<file path="src/rtl/game_sequencer.sv">
`default_nettype none
// ============================================================================
// Module  : game_sequencer
// Purpose : whack-a-mole play controller: start/play/over sequencing, mole
//           windows, scoring, misses and game clock. GAME_PAUSE_EN: abort pauses.
// Rev     : 1.0
// ============================================================================
module game_sequencer #(
    parameter int TICK_DIV    = 100_000_000,
    parameter int GAME_SECS   = 30,
    parameter int MOLE_CYCLES = 75_000_000,
    parameter int MAX_MISS    = 3,
    parameter int SCORE_W     = 8,
    parameter int TIME_W      = 6
) (
    input  logic               clk,
    input  logic               rst,
    input  logic               start,
    input  logic               abort,
    input  logic [4:0]         hit,
    input  logic [2:0]         hole_in,
    output logic               hole_req,
    output logic               mole_valid,
    output logic [2:0]         mole_hole,
    output logic [SCORE_W-1:0] score,
    output logic [1:0]         misses,
    output logic [TIME_W-1:0]  time_left,
    output logic [1:0]         screen_sel,
    output logic               game_over,
    output logic               paused
);

    localparam int PRE_W  = (TICK_DIV > 1) ? $clog2(TICK_DIV) : 1;
    localparam int MOLE_W = (MOLE_CYCLES > 1) ? $clog2(MOLE_CYCLES) : 1;

    localparam logic [PRE_W-1:0]   PRE_LAST  = PRE_W'(TICK_DIV - 1);
    localparam logic [MOLE_W-1:0]  MOLE_LAST = MOLE_W'(MOLE_CYCLES - 1);
    localparam logic [SCORE_W-1:0] SCORE_MAX = '1;
    localparam logic [TIME_W-1:0]  TIME_INIT = TIME_W'(GAME_SECS);
    localparam logic [1:0]         MISS_END  = 2'(MAX_MISS);

    typedef enum logic [1:0] {
        ST_IDLE = 2'b00,
        ST_REQ  = 2'b01,
        ST_UP   = 2'b11,
        ST_OVER = 2'b10
    } state_t;

    state_t             state_q, state_d;
    logic [SCORE_W-1:0] score_q, score_d;
    logic [1:0]         misses_q, misses_d;
    logic [TIME_W-1:0]  time_q, time_d;
    logic [PRE_W-1:0]   pre_q, pre_d;
    logic [MOLE_W-1:0]  mole_cnt_q, mole_cnt_d;
    logic [2:0]         mole_hole_q, mole_hole_d;
    logic               game_over_q, game_over_d;

    logic               start_prev_q, abort_prev_q;
    logic [4:0]         hit_prev_q;
    logic               start_press, abort_press;
    logic [4:0]         hit_press;
    logic               correct_hit;
    logic               tick, miss, game_end;

`ifdef GAME_PAUSE_EN
    logic               paused_q, paused_d;
`endif

    assign start_press = start & ~start_prev_q;
    assign abort_press = abort & ~abort_prev_q;
    assign hit_press   = hit & ~hit_prev_q;

    always_comb begin
        correct_hit = 1'b0;
        for (int i = 0; i < 5; i++) begin
            if (mole_hole_q == 3'(i)) correct_hit = hit_press[i];
        end
    end

    always_comb begin
        state_d     = state_q;
        score_d     = score_q;
        misses_d    = misses_q;
        time_d      = time_q;
        pre_d       = pre_q;
        mole_cnt_d  = mole_cnt_q;
        mole_hole_d = mole_hole_q;
        tick        = 1'b0;
        miss        = 1'b0;
        game_end    = 1'b0;
`ifdef GAME_PAUSE_EN
        paused_d    = paused_q;
`endif
        case (state_q)
            ST_IDLE: begin
                if (start_press) begin
                    state_d  = ST_REQ;
                    score_d  = '0;
                    misses_d = '0;
                    time_d   = TIME_INIT;
                    pre_d    = '0;
                end
            end
            ST_REQ, ST_UP: begin
`ifdef GAME_PAUSE_EN
                if (abort_press) paused_d = ~paused_q;
                if (!paused_q) begin
`else
                if (abort_press) begin
                    state_d = ST_IDLE;
                end else begin
`endif
                    tick  = (pre_q == PRE_LAST);
                    pre_d = tick ? '0 : pre_q + PRE_W'(1);
                    if (tick) time_d = time_q - TIME_W'(1);
                    if (state_q == ST_REQ) begin
                        if (hole_in <= 3'd4) begin
                            mole_hole_d = hole_in;
                            mole_cnt_d  = '0;
                            state_d     = ST_UP;
                        end
                    end else if (correct_hit) begin
                        // A hit in the expiry cycle takes precedence over the miss.
                        if (score_q != SCORE_MAX) score_d = score_q + SCORE_W'(1);
                        state_d = ST_REQ;
                    end else if (mole_cnt_q == MOLE_LAST) begin
                        miss     = 1'b1;
                        misses_d = misses_q + 2'd1;
                        state_d  = ST_REQ;
                    end else begin
                        mole_cnt_d = mole_cnt_q + MOLE_W'(1);
                    end
                    game_end = (tick && (time_d == '0)) || (miss && (misses_d == MISS_END));
                    if (game_end) state_d = ST_OVER;
                end
            end
            ST_OVER: begin
                if (start_press) state_d = ST_IDLE;
            end
            default: state_d = ST_IDLE;
        endcase
`ifdef GAME_PAUSE_EN
        if ((state_d != ST_REQ) && (state_d != ST_UP)) paused_d = 1'b0;
`endif
    end

    assign game_over_d = (state_d == ST_OVER) && (state_q != ST_OVER);

    always_ff @(posedge clk) begin
        if (!rst) begin
            state_q      <= ST_IDLE;
            score_q      <= '0;
            misses_q     <= '0;
            time_q       <= TIME_INIT;
            pre_q        <= '0;
            mole_cnt_q   <= '0;
            mole_hole_q  <= '0;
            game_over_q  <= 1'b0;
            start_prev_q <= 1'b0;
            abort_prev_q <= 1'b0;
            hit_prev_q   <= '0;
        end else begin
            state_q      <= state_d;
            score_q      <= score_d;
            misses_q     <= misses_d;
            time_q       <= time_d;
            pre_q        <= pre_d;
            mole_cnt_q   <= mole_cnt_d;
            mole_hole_q  <= mole_hole_d;
            game_over_q  <= game_over_d;
            start_prev_q <= start;
            abort_prev_q <= abort;
            hit_prev_q   <= hit;
        end
    end

`ifdef GAME_PAUSE_EN
    always_ff @(posedge clk) begin
        if (!rst) paused_q <= 1'b0;
        else      paused_q <= paused_d;
    end

    assign paused   = paused_q;
    assign hole_req = (state_q == ST_REQ) && !paused_q;
`else
    assign paused   = 1'b0;
    assign hole_req = (state_q == ST_REQ);
`endif

    assign mole_valid = (state_q == ST_UP);
    assign mole_hole  = mole_hole_q;
    assign score      = score_q;
    assign misses     = misses_q;
    assign time_left  = time_q;
    assign game_over  = game_over_q;
    assign screen_sel = (state_q == ST_OVER) ? 2'b10 :
                        (state_q == ST_IDLE) ? 2'b00 : 2'b01;

endmodule
`default_nettype wire

</file>
<file path="config.mk">
export PLATFORM = sky130hd
export DESIGN_NAME = game_sequencer
export DESIGN_NICKNAME = d
export VERILOG_FILES = /design/src/rtl/game_sequencer.sv
export SDC_FILE = /design/constraint.sdc
export NUM_CORES = 1
export LEC_CHECK = 0
export CORE_ASPECT_RATIO = 0.5
export CORE_MARGIN = 1.5
export CORE_UTILIZATION = 45
export DETAILED_ROUTE_END_ITERATION = 10
export PLACE_DENSITY = 0.67
export SYNTH_ARGS = -nofsm -noshare
export SYNTH_HDL_FRONTEND = slang
export SYNTH_SLANG_ARGS = --single-unit
export TNS_END_PERCENT = 5
</file>
<file path="constraint.sdc">
create_clock -name clk -period 5.1 [get_ports clk]
set_clock_uncertainty 0.1 [all_clocks]
set_input_delay 1.02 -clock clk [delete_from_list [all_inputs] [get_ports clk]]
set_output_delay 1.02 -clock clk [all_outputs]
set_load 0.005 [all_outputs]
</file>
==> results.cfg, run 1 <==
[status]
status = finished, final reports clean

[finish]
areaGrowthSynthToFinish_pct = 17.3
antenna_cells = 0
finalNonFillerCells = 653
finalCoreUtilization_pct = 55.5
fin_nets = 547
drive_above_1_share_pct = 5.60

[place]
routabilityCongestion = 0.817
io_buffer_count = 35
placed_cells = 637
dp_hpwl_um = 6450
dp_slack_ps = 1290

[sta]
final_max_slew_viol_count = 0
slew_headroom_pct = 31.1
setup_viol_count_final = 0
min_period_ps = 3460
worstMarginPinSlew_ps = 1030
rsz0062_at_grt = no
period_share_pct = 67.9
hold_viol_final = 0
fmax_mhz = 289
fin_setup_tns_ps = 0
final.setup.worst_slack_ps = 1640

[power_and_ir_drop]
vdd_drop_max_uv = 191
report.power.total_mw = 1.46
power_density_nw_per_um2 = 296
leakagePower_nw = 1.62

[die]
die_y_um = 71.4
die_w_um = 140
core_um2 = 8890
ios = 37
dieArea_um2 = 9980
start_util_pct = 47.4
rows = 24

[logic_synthesis]
synth_top_area_share_pct = 39.5
yosys-top-cells-area = dfxtp_1 39%, nand3_1 4.0%, nand2_1 4.0%
netlist_instances = 505
syn_area_um2 = 4210
ys.flop_type = dfxtp_1
ys_types = 58
yosysMostFrequentCell = dfxtp_1
synth_edf_count = 0
syn_avg_cell_area_um2 = 8.34
synth_seq_area_share_pct = 39.5
ys_warn_count = 0
ys_top_cells_by_count = 83 x dfxtp_1, 45 x nand2_1, 41 x nor2_1
async_flop_share_pct = 0
syn-num-nets = 521
yosysTopAreaCell = dfxtp_1
synth-seq-cells = 83

[detailed_routing]
routedWlPerCell_um = 14.5
post-route-drc-count = 0
routed_wl_um = 9460
vias_per_cell = 5.89
drt_iter0_markers = 198
via_count = 3846
ant_nets = 0
first_pass_iters = 4

[setup_path]
rr_worst_depth = 6
worst-setup-path-type = input pin to flop
crit_chain = clkdlybuf4s50_1 > or4b_2 > nand3_1 > a21oi_4 > a21oi_4 > o21ai_0 > a21oi_1
critPathMaxFanout = 51
start_kind = input pin
r2r_setup_slack_ps = 2090
cpMostUsedCell = a21oi_4
path_delay_family = compound AO/OA/AOI/OAI gates
crit_path_end_kind = flop
max_stage_delay_ps = 830
cp_slowest_cell = a21oi_4
worst-path-buf-inv = 1
crit_arrival_ps = 3620
crit_cells = 7
cp.required_ps = 5250

[clock_tree]
cts_tree = yes
clockRootBuffer = clkbuf_16
post_cts_resized = 0
htreeDepth = 3
clockBufferDepth = 2
insertion_delay_ps = 340
cts.clk_slew.worst_paths_ps = 60
clock_sinks = 83
cts_buffers = 9
cts_setup_buffers = 0
ctsHoldBuffers = 0

[grt]
grt_pass1_wl_um = 16100
overflow = 0
grt_pass1_vias = 3432
grt_usage_pct = 19.8
antenna_found_initial = 0
grt_max_degree = 52

[hold_path]
whs_path_depth = 2
min_path_type = flop to flop

[flow_run]
maxCapViolations = 0
==> power breakdown <==
group	total (mW)	internal [mW]	switching [mW]	leakage [nW]
Sequential	0.661	0.654	0.00640	0.671
Clock	0.710	0.455	0.255	0.159
Combinational	0.0887	0.0291	0.0596	0.788
==> worst min-delay path: stages, from the launching register on <==
cell and delay (ps):
dfxtp_1 320, nand2_1 60, mux2i_1 50
==> flip-flops by register name (all words and copies together) (netlist names) <==
| register | cells |
|---|---|
| abort_prev_q | 1 |
| game_over | 1 |
| hit_prev_q | 5 |
| misses | 2 |
| mole_cnt_q | 27 |
| mole_hole | 3 |
| pre_q | 27 |
| score | 8 |
| start_prev_q | 1 |
| state_q | 2 |
| time_left | 6 |
==> cells by family after synthesis <==
| kind of cell | after synthesis | share of synthesized area [%] |
|---|---|---|
| AND/OR/NAND/NOR | 267 | 35.7 |
| AO/OA/AOI/OAI | 93 | 14.3 |
| flip-flops | 83 | 39.5 |
| buffers and inverters | 29 | 3.33 |
| XOR/XNOR | 23 | 4.78 |
| multiplexers | 5 | 1.19 |
| adder cells (fa/ha/maj) | 4 | 1.19 |
| other | 1 | 0.0891 |
==> metrics by stage <==
| stage | instance area [um2] | hold WS, ps |
|---|---|---|
| floorplan | 4210 | 338 |
| global placement | 4610 | 354 |
| detailed placement | 4610 | 361 |
| CTS | 4940 | 372 |
| global route | 4940 | 403 |
| finish | 4940 | 373 |
==> final timing paths <==
check / from / end
hold / removal: mole_cnt_q[26]$_SDFFE_PN0P_ / mole_cnt_q[26]$_SDFFE_PN0P_
setup reg to reg: mole_cnt_q[2]$_SDFFE_PN0P_ / mole_cnt_q[12]$_SDFFE_PN0P_
hold reg to reg: mole_cnt_q[26]$_SDFFE_PN0P_ / mole_cnt_q[26]$_SDFFE_PN0P_
setup / recovery: hit[1] / mole_cnt_q[12]$_SDFFE_PN0P_
==> routing by layer <==
| metal | vias to the layer above | GRT usage, % | routed length [um] |
|---|---|---|---|
| met5 | - | 0 | 0 |
| met4 | 0 | 6.08 | 102 |
| met3 | 10 | 4.81 | 337 |
| met2 | 63 | 31.7 | 4390 |
| met1 | 1835 | 26.7 | 4640 |
| li1 | 1938 | - | - |
==> cell type report <==
class | count | area (um2)
Clock buffer | 12 | 256
Timing Repair Buffer | 37 | 365
Tap cell | 117 | 146
Inverter | 7 | 26.3
Sequential cell | 83 | 1660
Fill cell | 831 | 3950
Multi-Input combinational cell | 393 | 2410
Clock inverter | 4 | 72.6
==> layout by cell type (no fill, tap or decap), types with 9 or more instances in the layout <==
cell type / instances
a21oi_1: 30
and2_1: 13
and3_1: 9
clkbuf_16: 9
clkdlybuf4s50_1: 35
dfxtp_1: 83
nand2_1: 45
nand3_1: 34
nand4_1: 26
nor2_1: 41
nor2b_1: 11
nor3_1: 15
nor4_1: 10
o21ai_0: 18
or3_1: 18
or4_1: 16
xnor2_1: 9
xor2_1: 14
No activity file was read; power rests on OpenSTA's default activity.
==> run 2: changes to the inputs <==
--- a/config.mk
+++ b/config.mk
@@ -9,7 +9,7 @@
 export CORE_MARGIN = 1.5
 export CORE_UTILIZATION = 45
 export DETAILED_ROUTE_END_ITERATION = 10
-export PLACE_DENSITY = 0.67
+export PLACE_DENSITY = 0.69
 export SYNTH_ARGS = -nofsm -noshare
 export SYNTH_HDL_FRONTEND = slang
 export SYNTH_SLANG_ARGS = --single-unit
==> constraint.sdc (replaced) <==
create_clock -name clk -period 2.9 [get_ports clk]
set_clock_uncertainty 0.1 [all_clocks]
set_input_delay 0.58 -clock clk [delete_from_list [all_inputs] [get_ports clk]]
set_output_delay 0.58 -clock clk [all_outputs]
set_load 0.005 [all_outputs]
==> run 2 against run 1 <==
Against the previous run:
- sequential share of layout area down 1.6 points
- core utilization is 2.8 points higher
- cell area grew 5.0%
- largest power group unchanged
- register-to-register slack worse by 1600 ps
- clock power increased by 93%
- power rose by 87%
- non-clock buffer count is 27 higher
- clock-buffer cell count is the same
==> results.cfg, run 2 (same netlist as run 1, synthesis figures left out) <==
[sta]
final_max_slew_viol_count = 0
final.setup.worst_slack_ps = 237
fin_setup_tns_ps = 0
setup_viol_count_final = 0
min_period_ps = 2660
period_share_pct = 91.8
whs_ps = 375
slew_headroom_pct = 56.6
rsz0062_at_grt = no
hold_viol_final = 0
fmax_mhz = 376
worstMarginPinSlew_ps = 646

[power_and_ir_drop]
power_frac_clock_pct = 50.2
combPwrFrac_pct = 7.4
p_switching_mw = 0.587
p_seq_share_pct = 42.4
power_density_nw_per_um2 = 527
internal_power_mw = 2.15
leakagePower_nw = 1.77
vdd_drop_max_uv = 300
sw_frac_of_total_pct = 21.5

[grt]
grt_max_degree = 32
grt_pass1_wl_um = 17000
met1_usage_pct = 26.6
grtUsageMet2_pct = 35.8
grt_usage_pct = 21.0
top_usage_layer = met2
grt_pass1_vias = 3645
met3_usage_pct = 5.08
overflow = 0
antenna_found_initial = 0

[finish]
drive_above_1_share_pct = 10.3
most-common-layout-cells = 83 x dfxtp_1, 45 x nand2_1, 41 x nor2_1
final_common_cell = dfxtp_1
fin_nets = 574
stdcell_area_um2 = 5180
antenna_cells = 0
areaGrowthSynthToFinish_pct = 23.2
finalCoreUtilization_pct = 58.3

[setup_path]
crit_arrival_ps = 1980
start_kind = flop
r2r_start = mole_cnt_q[15]$_SDFFE_PN0P_
reg2reg_to = mole_cnt_q[1]$_SDFFE_PN0P_
worst-setup-path-type = flop to primary output
cp.required_ps = 2220
critPathMaxFanout = 11
rr_worst_depth = 7
crit_path_end_kind = primary output
r2r_setup_slack_ps = 460

[detailed_routing]
ant_nets = 0
via_count = 3918
vias_per_cell = 5.76
routed_wl_um = 9940
post-route-drc-count = 0
drt_iter0_markers = 218
first_pass_iters = 4
routedWlPerCell_um = 14.6

[status]
status = finished, final reports clean

[place]
placed_area_um2 = 4820
dp_hpwl_um = 7200
io_buffer_count = 35
dp_slack_ps = -54.0
routabilityCongestion = 0.819

[clock_tree]
clock_sinks = 83
clockBufferDepth = 2
clockRootBuffer = clkbuf_16
ctsHoldBuffers = 0
cts_buffers = 9
post_cts_resized = 0
insertion_delay_ps = 340
cts.clk_slew.worst_paths_ps = 60
htreeDepth = 3
cts_tree = yes
cts_setup_buffers = 0

[die]
dieArea_um2 = 9980
start_util_pct = 47.4
die_w_um = 140
die_y_um = 71.4
rows = 24
ios = 37
core_um2 = 8890

[hold_path]
hp-start = mole_cnt_q[3]$_SDFFE_PN0P_
whs_path_depth = 2
hold_end = mole_cnt_q[3]$_SDFFE_PN0P_
min_path_type = flop to flop

[flow_run]
maxCapViolations = 0
run 2: cell count changes in the layout (fill, tap and decap cells not counted):
cell,delta
clkinvlp_4,-1
clkbuf_8,+1
buf_12,+1
buf_4,+26
bufinv_16,+1
clkbuf_1,-1
run 2: worst max path at each step:
stage                               start                          end  cells after the start
floorplan                          hit[0]   mole_cnt_q[7]$_SDFFE_PN0P_                      7
global placement                   hit[0]  mole_cnt_q[20]$_SDFFE_PN0P_                      8
detailed placement                 hit[0]   mole_cnt_q[7]$_SDFFE_PN0P_                      8
CTS                 state_q[0]$_SDFF_PN0_                     hole_req                      2
global route        state_q[0]$_SDFF_PN0_                     hole_req                      2
finish              state_q[0]$_SDFF_PN0_                     hole_req                      2
run 2: area by class of cell:
class	instances	area [um2]
timing repair buffer	64	581
fill	804	3700
multi-input combinational	393	2410
inverter	7	26.3
sequential	83	1660
clock buffer	12	267
clock inverter	4	95.1
tap	117	146
run 2: metal layers:
layer	share of wire [%]	wire, um	up-vias
met2	46	4600	47
met3	3.1	305	17
met5	0	0	-
met4	1.5	150	0
met1	49	4890	1874
li1	-	-	1980
run 2: power groups by stage:
stage	logic, mW	clock network (mW)	registers [mW]
after global routing	0.221	1.45	1.16
after CTS	0.202	1.39	1.16
after global placement	0.198	0	1.19
final	0.202	1.37	1.16
after detailed placement	0.200	0	1.19
after floorplan	0.122	0	1.18
run 2: worst max-delay path, stage by stage, from the launching register on:
cell	delay, ps
dfxtp_1	550
nor2b_1	490
clkdlybuf4s50_1	600
run 2: per-stage QoR:
step	power (mW)	std cells
global route	2.84	680
CTS	2.76	680
floorplan	1.30	505
detailed placement	1.39	664
global placement	1.38	664
finish	2.73	680
==> run 3: changes to the inputs <==
--- a/config.mk
+++ b/config.mk
@@ -9,7 +9,7 @@
 export CORE_MARGIN = 1.5
 export CORE_UTILIZATION = 45
 export DETAILED_ROUTE_END_ITERATION = 10
-export PLACE_DENSITY = 0.69
+export PLACE_DENSITY_LB_ADDON = 0.25
 export SYNTH_ARGS = -nofsm -noshare
 export SYNTH_HDL_FRONTEND = slang
 export SYNTH_SLANG_ARGS = --single-unit
==> run 3 against run 2 <==
Against the previous run:
- first-iteration DRC count rose by 47%
- power down 9.0%
- flip-flop and latch count is the same
- cell area down 1.5%
- clock power is 18% lower
- routed wire length fell by 3.0%
- final cell count shrank 0.15%
- clock-buffer cell count rose by 2
- sequential power hardly changed
- hold slack improved by 6.2 ps
- largest cell class unchanged
==> results.cfg, run 3 (same netlist as run 1, synthesis figures left out) <==
[clock_tree]
cts_buffers = 9
clockRootBuffer = clkbuf_16
clock_sinks = 83
cts_setup_buffers = 0
clockBufferDepth = 2
post_cts_resized = 0
insertion_delay_ps = 340
cts.clk_slew.worst_paths_ps = 60
htreeDepth = 3
cts_tree = yes
ctsHoldBuffers = 0

[detailed_routing]
routed_wl_um = 9640
drt_iter0_markers = 321
post-route-drc-count = 0
via_count = 3886
ant_nets = 0
routedWlPerCell_um = 14.2
first_pass_iters = 4
vias_per_cell = 5.72

[die]
rows = 24
die_w_um = 140
die_y_um = 71.4
dieArea_um2 = 9980
core_um2 = 8890
ios = 37
start_util_pct = 47.4

[finish]
most-common-layout-cells = 83 x dfxtp_1, 45 x nand2_1, 41 x nor2_1
drive_above_1_share_pct = 9.43
antenna_cells = 0
fin_nets = 573
final_common_cell = dfxtp_1
seq_area_um2 = 1660
multiInputGateArea_um2 = 2410
fillers = 797
stdcell_area_um2 = 5100
areaGrowthSynthToFinish_pct = 21.2

[setup_path]
worst-setup-path-type = input pin to flop
crit_arrival_ps = 2770
cp_slowest_cell = or4_4
critPathMaxFanout = 35
start_kind = input pin
crit_chain = clkdlybuf4s50_1 > nor4b_1 > or4_4 > a21oi_4 > a21oi_4 > buf_12 > or4_1 > a21oi_1
path_delay_family = simple AND/OR/NAND/NOR gates
crit_path_end_kind = flop
cp.required_ps = 3070
cpMostUsedCell = a21oi_4
max_stage_delay_ps = 570
worst-path-buf-inv = 2

[place]
placed_area_um2 = 4820
io_buffer_count = 35
dp_hpwl_um = 6920
routabilityCongestion = 0.833
dp_slack_ps = -33.8

[sta]
slew_headroom_pct = 56.8
fmax_mhz = 385
final.setup.worst_slack_ps = 302
hold_viol_final = 0
final_max_slew_viol_count = 0
rsz0062_at_grt = no
min_period_ps = 2600
worstMarginPinSlew_ps = 643
setup_viol_count_final = 0
period_share_pct = 89.6

[grt]
grt_pass1_vias = 3594
overflow = 0
antenna_found_initial = 0
grt_pass1_wl_um = 16500
grt_max_degree = 36
grt_usage_pct = 20.4

[power_and_ir_drop]
p_switching_mw = 0.558
combPwrFrac_pct = 8.2
sw_frac_of_total_pct = 22.4
vdd_drop_max_uv = 299
leakagePower_nw = 1.73
power_density_nw_per_um2 = 487
internal_power_mw = 1.93
power_frac_clock_pct = 45.1
p_seq_share_pct = 46.7

[flow_run]
maxCapViolations = 0

[status]
status = finished, final reports clean

[hold_path]
min_path_type = flop to flop
-- run 3: changes by cell type in the layout (fill, tap and decap cells not counted) --
cell | before | now
clkbuf_1 | 0 | 4
bufinv_16 | 3 | 1
clkbuf_8 | 3 | 1
buf_4 | 28 | 27
-- run 3: worst min-delay path, cell delays in order, from the launching register on --
cell     delay, ps
dfxtp_1        320
nand2_1         60
mux2i_1         50
-- run 3: per-layer routing --
| metal | wire [um] | track usage, % | up-vias |
|---|---|---|---|
| met5 | 0 | 0 | - |
| met4 | 118 | 7.49 | 0 |
| met3 | 370 | 5.01 | 14 |
| met2 | 4520 | 33.9 | 64 |
| met1 | 4630 | 26.3 | 1821 |
| li1 | - | - | 1987 |
-- run 3: area by class of cell --
cell class / count / area share, %
Inverter: 7 / 0.515
Timing Repair Buffer: 63 / 11.2
Multi-Input combinational cell: 393 / 47.2
Clock inverter: 2 / 0.686
Sequential cell: 83 / 32.5
Tap cell: 117 / 2.87
Clock buffer: 14 / 4.98
-- run 3: power groups by stage --
stage / clock (mW) / combinational [mW] / sequential (mW)
after global routing: 1.21 / 0.223 / 1.16
after detailed placement: 0 / 0.203 / 1.19
after CTS: 1.15 / 0.203 / 1.16
after global placement: 0 / 0.201 / 1.19
after floorplan: 0 / 0.122 / 1.18
final: 1.12 / 0.204 / 1.16
-- run 3: path summary, 6_finish.rpt --
kind,startpoint,cells after the start,slack (ps),to
setup / recovery,hit[0],8,300,mole_cnt_q[20]$_SDFFE_PN0P_
hold / removal,mole_cnt_q[26]$_SDFFE_PN0P_,2,380,mole_cnt_q[26]$_SDFFE_PN0P_
hold reg to reg,mole_cnt_q[26]$_SDFFE_PN0P_,2,380,mole_cnt_q[26]$_SDFFE_PN0P_
setup reg to reg,pre_q[11]$_SDFFE_PN0P_,7,460,pre_q[5]$_SDFFE_PN0P_
-- run 3: through the flow --
| step | TNS (ps) | util (%) | total power [mW] | hold WS, ps | cells |
|---|---|---|---|---|---|
| after floorplan | 0 | - | 1.30 | 338 | 505 |
| after global placement | -21.2 | 54.2 | 1.39 | 369 | 663 |
| after detailed placement | -266 | 54.2 | 1.39 | 372 | 663 |
| after CTS | 0 | 57.4 | 2.52 | 381 | 679 |
| after global routing | 0 | 57.4 | 2.59 | 402 | 679 |
| final | 0 | 57.4 | 2.49 | 381 | 679 |
